File: src/rtl/tc_pkg.sv
// Shared types, constants and the narrowing helper for the forward 4x4 transform.
// Build option FWDTRAN_SAT_EN: narrowing saturates instead of wrapping.
package tc_pkg;

    typedef enum logic [1:0] {
        IDLE = 2'd0,
        ROW  = 2'd1,
        COL  = 2'd2,
        DONE = 2'd3
    } tc_state_e;

    // Extra bits above the sample MSB so a 1-D pass can never overflow internally.
    localparam int TC_GUARD_BITS = 4;

    // Fit a value into msb+1 signed bits; the result stays sign-extended to 32 bits.
    function automatic logic signed [31:0] tc_narrow(input logic signed [31:0] value,
                                                     input int msb);
`ifdef FWDTRAN_SAT_EN
        logic signed [31:0] hi;
        logic signed [31:0] lo;
        hi = (32'sd1 <<< msb) - 32'sd1;
        lo = -(32'sd1 <<< msb);
        if (value > hi) begin
            return hi;
        end
        if (value < lo) begin
            return lo;
        end
        return value;
`else
        return (value <<< (31 - msb)) >>> (31 - msb);
`endif
    endfunction

endpackage

File: src/rtl/fwdtran_butterfly4.sv
// Combinational 4-point forward core-transform butterfly, shared by row and column passes.
module fwdtran_butterfly4 #(
    parameter int W = 19
) (
    input  logic signed [W-1:0] x0_i,
    input  logic signed [W-1:0] x1_i,
    input  logic signed [W-1:0] x2_i,
    input  logic signed [W-1:0] x3_i,
    output logic signed [W-1:0] y0_o,
    output logic signed [W-1:0] y1_o,
    output logic signed [W-1:0] y2_o,
    output logic signed [W-1:0] y3_o
);

    logic signed [W-1:0] s0;
    logic signed [W-1:0] s1;
    logic signed [W-1:0] d0;
    logic signed [W-1:0] d1;

    assign s0 = x0_i + x3_i;
    assign s1 = x1_i + x2_i;
    assign d0 = x0_i - x3_i;
    assign d1 = x1_i - x2_i;

    assign y0_o = s0 + s1;
    assign y1_o = (d0 <<< 1) + d1;
    assign y2_o = s0 - s1;
    assign y3_o = d0 - (d1 <<< 1);

endmodule

File: src/rtl/fwdtran_4x4.sv
// Time-multiplexed forward 4x4 integer transform: 4 row passes, then 4 column passes.
// Build option FWDTRAN_SAT_EN selects saturating narrowing (default wraps).
module fwdtran_4x4
    import tc_pkg::*;
#(
    parameter int BIT_LENGTH = 15
) (
    input  logic                         clk,
    input  logic                         reset,
    input  logic                         enable,
    input  logic                         in_valid,
    output logic                         in_ready,
    input  logic signed [BIT_LENGTH:0]   residuals   [16],
    output logic                         out_valid,
    input  logic                         out_ready,
    output logic signed [BIT_LENGTH:0]   transformed [16]
);

    localparam int SW = BIT_LENGTH + 1;
    localparam int IW = BIT_LENGTH + TC_GUARD_BITS;

    tc_state_e             state_q;
    logic [1:0]            k_q;
    logic                  in_ready_q;
    logic                  out_valid_q;
    logic signed [SW-1:0]  a_q   [16];
    logic signed [SW-1:0]  b_q   [16];
    logic signed [SW-1:0]  out_q [16];

    logic signed [IW-1:0]  bf_x  [4];
    logic signed [IW-1:0]  bf_y  [4];
    logic signed [SW-1:0]  nar   [4];

    // Row pass reads row k of A; column pass reads column k of B.
    for (genvar gi = 0; gi < 4; gi++) begin : g_lane
        localparam logic [1:0] GI = 2'(gi);
        assign bf_x[gi] = IW'((state_q == COL) ? b_q[{GI, k_q}] : a_q[{k_q, GI}]);
        assign nar[gi]  = SW'(tc_narrow(32'(bf_y[gi]), BIT_LENGTH));
    end

    fwdtran_butterfly4 #(
        .W (IW)
    ) u_bf (
        .x0_i (bf_x[0]),
        .x1_i (bf_x[1]),
        .x2_i (bf_x[2]),
        .x3_i (bf_x[3]),
        .y0_o (bf_y[0]),
        .y1_o (bf_y[1]),
        .y2_o (bf_y[2]),
        .y3_o (bf_y[3])
    );

    always_ff @(posedge clk) begin
        if (reset) begin
            state_q     <= IDLE;
            k_q         <= 2'd0;
            in_ready_q  <= 1'b0;
            out_valid_q <= 1'b0;
            for (int i = 0; i < 16; i++) begin
                a_q[i]   <= '0;
                b_q[i]   <= '0;
                out_q[i] <= '0;
            end
        end else if (enable) begin
            case (state_q)
                IDLE: begin
                    in_ready_q <= 1'b1;
                    if (in_valid && in_ready_q) begin
                        for (int i = 0; i < 16; i++) begin
                            a_q[i] <= residuals[i];
                        end
                        k_q        <= 2'd0;
                        in_ready_q <= 1'b0;
                        state_q    <= ROW;
                    end
                end
                ROW: begin
                    for (int i = 0; i < 4; i++) begin
                        b_q[{k_q, 2'(i)}] <= nar[i];
                    end
                    k_q <= k_q + 2'd1;
                    if (k_q == 2'd3) begin
                        state_q <= COL;
                    end
                end
                COL: begin
                    for (int i = 0; i < 4; i++) begin
                        out_q[{2'(i), k_q}] <= nar[i];
                    end
                    k_q <= k_q + 2'd1;
                    if (k_q == 2'd3) begin
                        state_q     <= DONE;
                        out_valid_q <= 1'b1;
                    end
                end
                DONE: begin
                    // Re-arm in_ready on the way out so the next block lands one cycle later.
                    if (out_ready) begin
                        out_valid_q <= 1'b0;
                        in_ready_q  <= 1'b1;
                        state_q     <= IDLE;
                    end
                end
                default: state_q <= IDLE;
            endcase
        end
    end

    assign in_ready    = in_ready_q;
    assign out_valid   = out_valid_q;
    assign transformed = out_q;

endmodule

File: config.mk
export PLATFORM = sky130hd
export DESIGN_NAME = fwdtran_4x4
export DESIGN_NICKNAME = d
export VERILOG_FILES = /design/src/rtl/tc_pkg.sv /design/src/rtl/fwdtran_butterfly4.sv /design/src/rtl/fwdtran_4x4.sv
export SDC_FILE = /design/constraint.sdc
export NUM_CORES = 1
export LEC_CHECK = 0
export ABC_AREA = 1
export BUFFER_PORTS_ARGS = -buffer_cell sky130_fd_sc_hd__buf_2
export CORE_AREA = 2 2 379 287
export CTS_BUF_LIST = sky130_fd_sc_hd__clkbuf_8
export DETAILED_ROUTE_END_ITERATION = 8
export DIE_AREA = 0 0 381 289
export GPL_TIMING_DRIVEN = 0
export SYNTH_ARGS = -nofsm -noshare
export SYNTH_HDL_FRONTEND = slang
export SYNTH_HIERARCHICAL = 1
export SYNTH_SLANG_ARGS = --single-unit
export TNS_END_PERCENT = 1
File: constraint.sdc
create_clock -name clk -period 5.6 [get_ports clk]
set_input_delay 1.4 -clock clk [delete_from_list [all_inputs] [get_ports clk]]
set_output_delay 1.4 -clock clk [all_outputs]
set_load 0.02 [all_outputs]
# ---- Word-level counts from Yosys, hierarchy flattened
# Memory sizes are Yosys's and may differ from the RTL's. A register that Yosys moved wholly into a read port is not among the register bits.
# Cells that the tools add are included.
dict set report totals {
  ff_bits 262
  latch_bits 0
  ram_bits 512
  mem_bits_ro 0
  in_bits 261
  word_cells 170
  n_memories 2
}
# name words word_bits rd rd_clocked_by_memory_dff wr line_no
set memory_table {}
lappend memory_table {a_q 16 16 4 4 16 fwdtran_4x4.sv:26} ;# logic signed [SW-1:0] a_q [16];
lappend memory_table {b_q 16 16 4 4 16 fwdtran_4x4.sv:27} ;# logic signed [SW-1:0] b_q [16];
dict set report op_classes {
  add_sub_neg 9
  mul 0
  div_mod_pow 0
  magnitude_cmp 8
  n_eq_ne 8
  shifts 0
  n_mux 84
  n_bitwise 20
  n_reduce_logical 19
}
# op n
set ops {}
lappend ops {{$bwmux 256} 4}
lappend ops {{$mux 16} 28}
lappend ops {{$demux 16 s4} 4}
lappend ops {{$mux 4} 20}
lappend ops {{$add 16x16->16} 4}
lappend ops {{$reduce_or 16->1} 4}
lappend ops {{$sub 16x16->16} 4}
lappend ops {{$ge 5x5->1 const B} 4}
lappend ops {{$lt 5x1->1 const B} 4}
lappend ops {{$mux 1} 19}
lappend ops {{$or 1x1->1} 16}
lappend ops {{$mux 2} 5}
lappend ops {{$not 4->5} 2}
lappend ops {{$pmux 2 s4} 1}
lappend ops {{$eq 2x2->1 const B} 3}
lappend ops {{$ne 2x2->1 const B} 3}
lappend ops {{$reduce_and 3->1} 2}
lappend ops {{$reduce_bool 2->1} 3}
lappend ops {{$logic_and 1x1->1} 5}
lappend ops {{$not 2->5} 1}
lappend ops {{$not 3->5} 1}
lappend ops {{$reduce_and 5->1} 1}
lappend ops {{$pmux 1 s2} 2}
lappend ops {{$pmux 2 s2} 1}
lappend ops {{other kinds (7)} 7}

# ---- Longest topological paths before layout
# Gate-level depths: netlist (run 1).
dict set report depth {
  word_depth 9
  depth_mapped 34
}

# ---- Cells and area by module
# The synthesis (run 1) kept the hierarchy.
# mod instances cells_each area_per_inst_um2 seq_area_each_um2
set modules_own_cells {}
lappend modules_own_cells {fwdtran_4x4 1 3781 34137.7 20659.8}
lappend modules_own_cells {fwdtran_butterfly4 1 1408 8230.4 0.0}

# ---- Worst setup path after synthesis (run 1)
# OpenSTA, ideal clock, no wires.
dict set report synth_path {
  path_type {input port to flip-flop}
  startpoint {in enable}
  endpoint {mem a_q[0][0] (netlist bit), enable pin}
  t_arrival_ns 4.898
  setup_slack_ns 0.190
  path_stages 4
  path_cell_list {buf_4 inv_2 nor3_4 or2_2}
}
# item line_no
set synth_rtl {}
lappend synth_rtl {{start, declared} fwdtran_4x4.sv:10} ;# input logic enable,
lappend synth_rtl {{end, declared} fwdtran_4x4.sv:26}

==> run summary, run 1 <==
status - finished, violations left
failing checks - setup timing
Sequential Area - 20660 um^2
Setup WS post-layout - -0.2128 ns
DR vias/cell - 5.007
yosys warns - 6
initial antenna violation count - 4
area taken by multi-input logic gates - 15970 um^2
First-pass DRT Iterations - 6
crit share post-route - 103.8%
max cap viols - 0
Clock Pin Slew Worst Setup and Hold Paths - 0.06 ns
I/O pins - 519
clk buf depth - 3
Die Span X - 381 um
clk sinks - 776
placed wire-length estimate - 116300 um
routed wire length - 151300 um
Crit. End Element - register
layout cell share with drive strength beyond 1 - 20.21%
worst path arrival time - 6.48 ns
Worst Path Max Fanout - 10
final count of hold timing violations - 0
CTS Root Cell - clkbuf_8
Hold Path Class - reg -> reg
final setup skew - 0.07515 ns
FMAX - 172.0 MHz
routed len/inst - 21.42 um
Syn Area/Cell - 8.365 um^2
fin nets - 5920
Final ANT Viol Nets - 0
RSZ-0062 raised after global routing - yes
Post-Syn Area - 40570 um^2
placer congestion estimate - 0.9729
first-pass GRT wire length - 214000 um
CTS tree - yes
Die Y - 289 um
Syn Inst Count - 4850
number of core rows - 104
Remaining DRCs - 0
Synthesized Nets - 5248
vias in the first global route - 33130
worst skew pair latency - 0.85 ns
Rel. slew slack - 7.469%
Starting Density - 38.11%
GRT Util Overall - 26.63%
# hold bufs at CTS - 0
Worst setup SP type - register
utilization after layout - 45.64%
post-route minimum period - 5.813 ns
pin count of the biggest net entering global routing - 67
core footprint - 106400 um^2
worst-margin pin slew - 1.378 ns
final setup violation count - 54
Port Buffers - 517
vias - 35350
Setup Crit Path Kind - reg -> reg
Area growth, synth to finish - 19.74%
CTS H-tree lvls - 4
max-slew violations - 0
Die ar. - 110100 um^2
GRT overflow - 0
total CTS buffers - 132
number of DRC markers in iteration 0 - 4020
fill cell count - 10660
Worst EP required - 6.27 ns
==> worst paths after layout <==
path / endpoint / startpoint / slack, ns / depth (start not counted)
setup / recovery: b_q[12][11] / register / -0.21 / 26
hold / removal: transformed[20] / transformed[20] / 0.44 / 2
hold reg to reg: transformed[20] / transformed[20] / 0.44 / 2
setup reg to reg: b_q[12][11] / register / -0.21 / 26
==> flip-flops by register name (all words and copies together), names as in the netlist, named ones only <==
signal and count:
a_q 256, b_q 256, transformed 256, k_q 2
state_q 2, in_ready 1, out_valid 1
==> layer usage <==
layer,GRT usage (%),part of all wire (%)
met5,0,0.0086
met4,8.874,3.1
met3,7.116,10
met2,42.24,46
met1,35.34,41
==> what timing repair did <==
item                       4_1_cts  5_1_grt
gates cloned                     0        0
setup buffers                   12        6
resized for setup              116       88
pin swaps                        6        6
setup endpoints to repair      340      282
==> critical path, cell delays in order (launching register included) <==
cell      delay [ns]
dfxtp_1         0.30
buf_2           0.19
inv_2           0.07
clkbuf_1        0.31
o21ai_0         0.66
nand2_1         0.23
nand2_1         0.15
nand2_1         0.09
ha_1            0.30
buf_6           0.14
inv_1           0.04
a21oi_1         0.13
nand2_1         0.09
a31oi_2         0.23
inv_1           0.06
a21oi_1         0.15
xor2_1          0.28
ha_1            0.28
clkbuf_2        0.18
a21oi_1         0.16
o21ai_1         0.14
a21o_1          0.19
a31oi_2         0.27
o21ai_0         0.19
xor2_2          0.36
inv_1           0.26
nor2_1          0.19
==> final cells by class <==
class | instances | area share, %
diodes | 5 | 0.02576
flip-flops and latches | 776 | 42.53
clock buffers | 144 | 4.080
inverters | 822 | 6.367
plain buffers | 273 | 3.263
well taps | 1431 | 3.686
multi-input cells | 2977 | 32.87
clock inverters | 93 | 1.144
repair buffers | 540 | 6.034
==> through the flow <==
step	hold WS, ns	instance area (um^2)	setup TNS [ns]	worst slack (ns)	cells
final	0.4400	48580	-3.886	-0.2128	7061
after global routing	0.4553	48570	-21.23	-0.3282	7058
after CTS	0.4395	48230	-1.355	-0.1914	7050
after detailed placement	0.4302	45130	-225.70	-1.501	6803
after global placement	0.4284	44950	-710.86	-1.934	6798
after floorplan	0.4951	40570	0	0.1902	4850
==> placed cells by master (no fill, tap or decap), drive strengths merged, types with 3 or more instances in the layout <==
cell type  count
bufinv         3
a21oi        355
ha           129
nand4         19
fa             8
xnor2         14
nor3           7
xor2          83
edfxtp       512
nand3         53
a21o           6
clkinv        22
inv          883
o21ai        558
o2111ai        4
a21boi         7
diode          5
clkbuf       269
nand2        598
a31oi          6
dfxtp        264
buf          688
o31ai          3
nor2        1108
clkinvlp       7
o21bai         7
Power of run 1 is left out: the tool's default activity adds up to more than one toggle a clock period on the data nets, which glitch-free logic cannot reach.
==> inputs of run 2 (changes only) <==
--- a/config.mk
+++ b/config.mk
@@ -7,11 +7,12 @@
 export LEC_CHECK = 0
 export ABC_AREA = 1
 export BUFFER_PORTS_ARGS = -buffer_cell sky130_fd_sc_hd__buf_2
-export CORE_AREA = 2 2 379 287
+export CORE_AREA = 2 2 340 258
 export CTS_BUF_LIST = sky130_fd_sc_hd__clkbuf_8
 export DETAILED_ROUTE_END_ITERATION = 8
-export DIE_AREA = 0 0 381 289
+export DIE_AREA = 0 0 342 260
 export GPL_TIMING_DRIVEN = 0
+export PLACE_DENSITY = 0.72
 export SYNTH_ARGS = -nofsm -noshare
 export SYNTH_HDL_FRONTEND = slang
 export SYNTH_HIERARCHICAL = 1
==> run 2 against run 1 <==
Critical path depth decreased by 1. Global-route usage increased by 5.0 points. Via count increased by 1.1%. Register-to-register slack improved by 0.16 ns. Non-clock buffer count decreased by 1. Core utilization increased by 11 points. Sequential share of layout area increased by 0.36 points. Fmax increased by 2.9%. The flow still finishes with violations (setup timing). Wire length decreased by 4.4%. Hold slack got worse by 0.0022 ns. Final cell count decreased by 4.4%. First-iteration DRC count increased by 17%.
==> run summary, run 2 (synthesis results as in run 1) <==
CP most frequent cell - nand2_1
worst-margin pin slew - 1.435 ns (+0.05724 ns)
Worst EP required - 6.25 ns (-0.02 ns)
Clock Pin Slew Worst Setup and Hold Paths - 0.06 ns (about the same)
critical path depth - 25 (-3.8%)
Crit. End Element - register
final setup violation count - 22 (-59%)
R2R Path End - b_q[13][14]
vias - 35750 (+1.1%)
Die ar. - 88920 um^2 (-19%)
hold path startpoint - transformed[203]
leading cell type in the layout, fill and taps excluded - nor2_1
Critical-path top delay cell - o21ai_0
clk sinks - 776 (unchanged)
Starting Density - 47.50% (+9.4 points)
post-route minimum period - 5.649 ns (-0.1642 ns)
number of core rows - 93 (-11%)
pre-CTS WS - -1.175 ns (+0.3261 ns)
Die Span X - 342 um (-10%)
status - finished, violations left
Setup Crit Path Kind - reg -> reg
clk buf depth - 3 (unchanged)
Port Buffers - 517 (unchanged)
final setup skew - 0.04856 ns (-0.02659 ns)
Remaining DRCs - 0 (unchanged)
commonest non-fill, non-tap cells in the layout - nor2_1 (996), inv_1 (833), buf_2 (581), nand2_1 (551), edfxtp_1 (512)
largest incremental delay on the critical path - 0.78 ns (+0.12 ns)
Fin Hold WS - 0.4377 ns (-0.002238 ns)
core footprint - 85410 um^2 (-20%)
number of DRC markers in iteration 0 - 4706 (+17%)
fill cell count - 7736 (-27%)
CTS H-tree lvls - 4 (unchanged)
Final Instance Area - 48170 um^2 (-0.84%)
Worst Path Max Fanout - 10 (unchanged)
initial antenna violation count - 11 (+7)
worst path arrival time - 6.30 ns (-0.18 ns)
layout cell share with drive strength beyond 1 - 20.35% (+0.13 points)
vias in the first global route - 32970 (-0.49%)
First-pass DRT Iterations - 5 (-1)
GRT Util Overall - 31.67% (+5.0 points)
max cap viols - 0 (unchanged)
I/O pins - 519 (unchanged)
worst skew pair latency - 0.81 ns (-0.04 ns)
utilization after layout - 56.40% (+11 points)
Rel. slew slack - 3.989% (-3.5 points)
placed wire-length estimate - 110100 um (-5.3%)
Sequential Area - 20660 um^2 (unchanged)
worst setup path end - b_q[13][14]
Area growth, synth to finish - 18.73%
total CTS buffers - 130 (-1.5%)
final count of hold timing violations - 0 (unchanged)
CTS tree - yes
buffers and inverters on the worst path - 6 (-2)
first-pass GRT wire length - 205600 um (-3.9%)
max-slew violations - 0 (unchanged)
Post-DP Area - 44790 um^2 (-0.76%)
crit share post-route - 100.9% (-2.9 points)
Setup WS post-layout - -0.04860 ns (+0.1642 ns)
Final ANT Viol Nets - 0 (unchanged)
routed wire length - 144700 um (-4.4%)
critical path's top delay family - simple AND/OR/NAND/NOR gates
CTS Root Cell - clkbuf_8
Worst setup SP type - register
failing checks - setup timing
Die Y - 260 um (-10%)
reg2reg setup slack - -0.05 ns (+0.16 ns)
Hold Path Class - reg -> reg
RSZ-0062 raised after global routing - yes
DR vias/cell - 5.295 (+5.8%)
routed len/inst - 21.42 um (about the same)
pin count of the biggest net entering global routing - 71 (+6.0%)
FMAX - 177.0 MHz (+2.9%)
fin nets - 5918 (-0.034%)
Worst R2R Path Depth - 25 (-3.8%)
area taken by multi-input logic gates - 16020 um^2 (+0.28%)
GRT overflow - 0 (unchanged)
placer congestion estimate - 1.002 (+3.0%)
run 2: worst min-delay path by stage:
stage | end | cells after the start
finish | transformed[203] | 2
global route | transformed[145] | 2
CTS | transformed[87] | 2
detailed placement | transformed[203] | 2
global placement | transformed[153] | 2
floorplan | register | 2
run 2: area by class of cell:
type                       count  area share (%)
antenna                        5         0.02597
buffer                       270           3.275
clock buffer                 141           4.029
clock inverter                79           1.003
inverter                     822           6.444
multi-input combinational   2977           33.25
sequential                   776           42.89
tap                         1140           2.961
timing repair buffer         542           6.114
timing repair inverter         1         0.01039
run 2: repair_timing:
action                                  in CTS  in global routing
cloned                                       0                  1
endpoints found under the setup margin     304                274
pin swaps                                    5                  7
hold buffers                                 0                  0
buffers inserted                             9                  9
gates resized for setup                    102                115
run 2: tightest hold or removal path: stages, from the launching register on:
cell     delay (ns)
dfxtp_1        0.31
inv_1          0.04
a21oi_1        0.04
run 2: stage by stage:
step	TNS (ns)	std cells
3_3_place_gp	-580.38	6507
6_report	-0.5237	6753
2_1_floorplan	0	4850
5_1_grt	-21.63	6751
4_1_cts	-1.051	6741
3_5_place_dp	-158.32	6514
run 2: routing by layer:
metal,global-route usage (%),share of wire (%),vias up
li1,-,-,16620
met1,42.67,39,16840
met2,48.25,44,1970
met3,8.655,12,323
met4,13.11,4.0,4
met5,0,0.015,-
Power of run 2 is left out for the same reason.
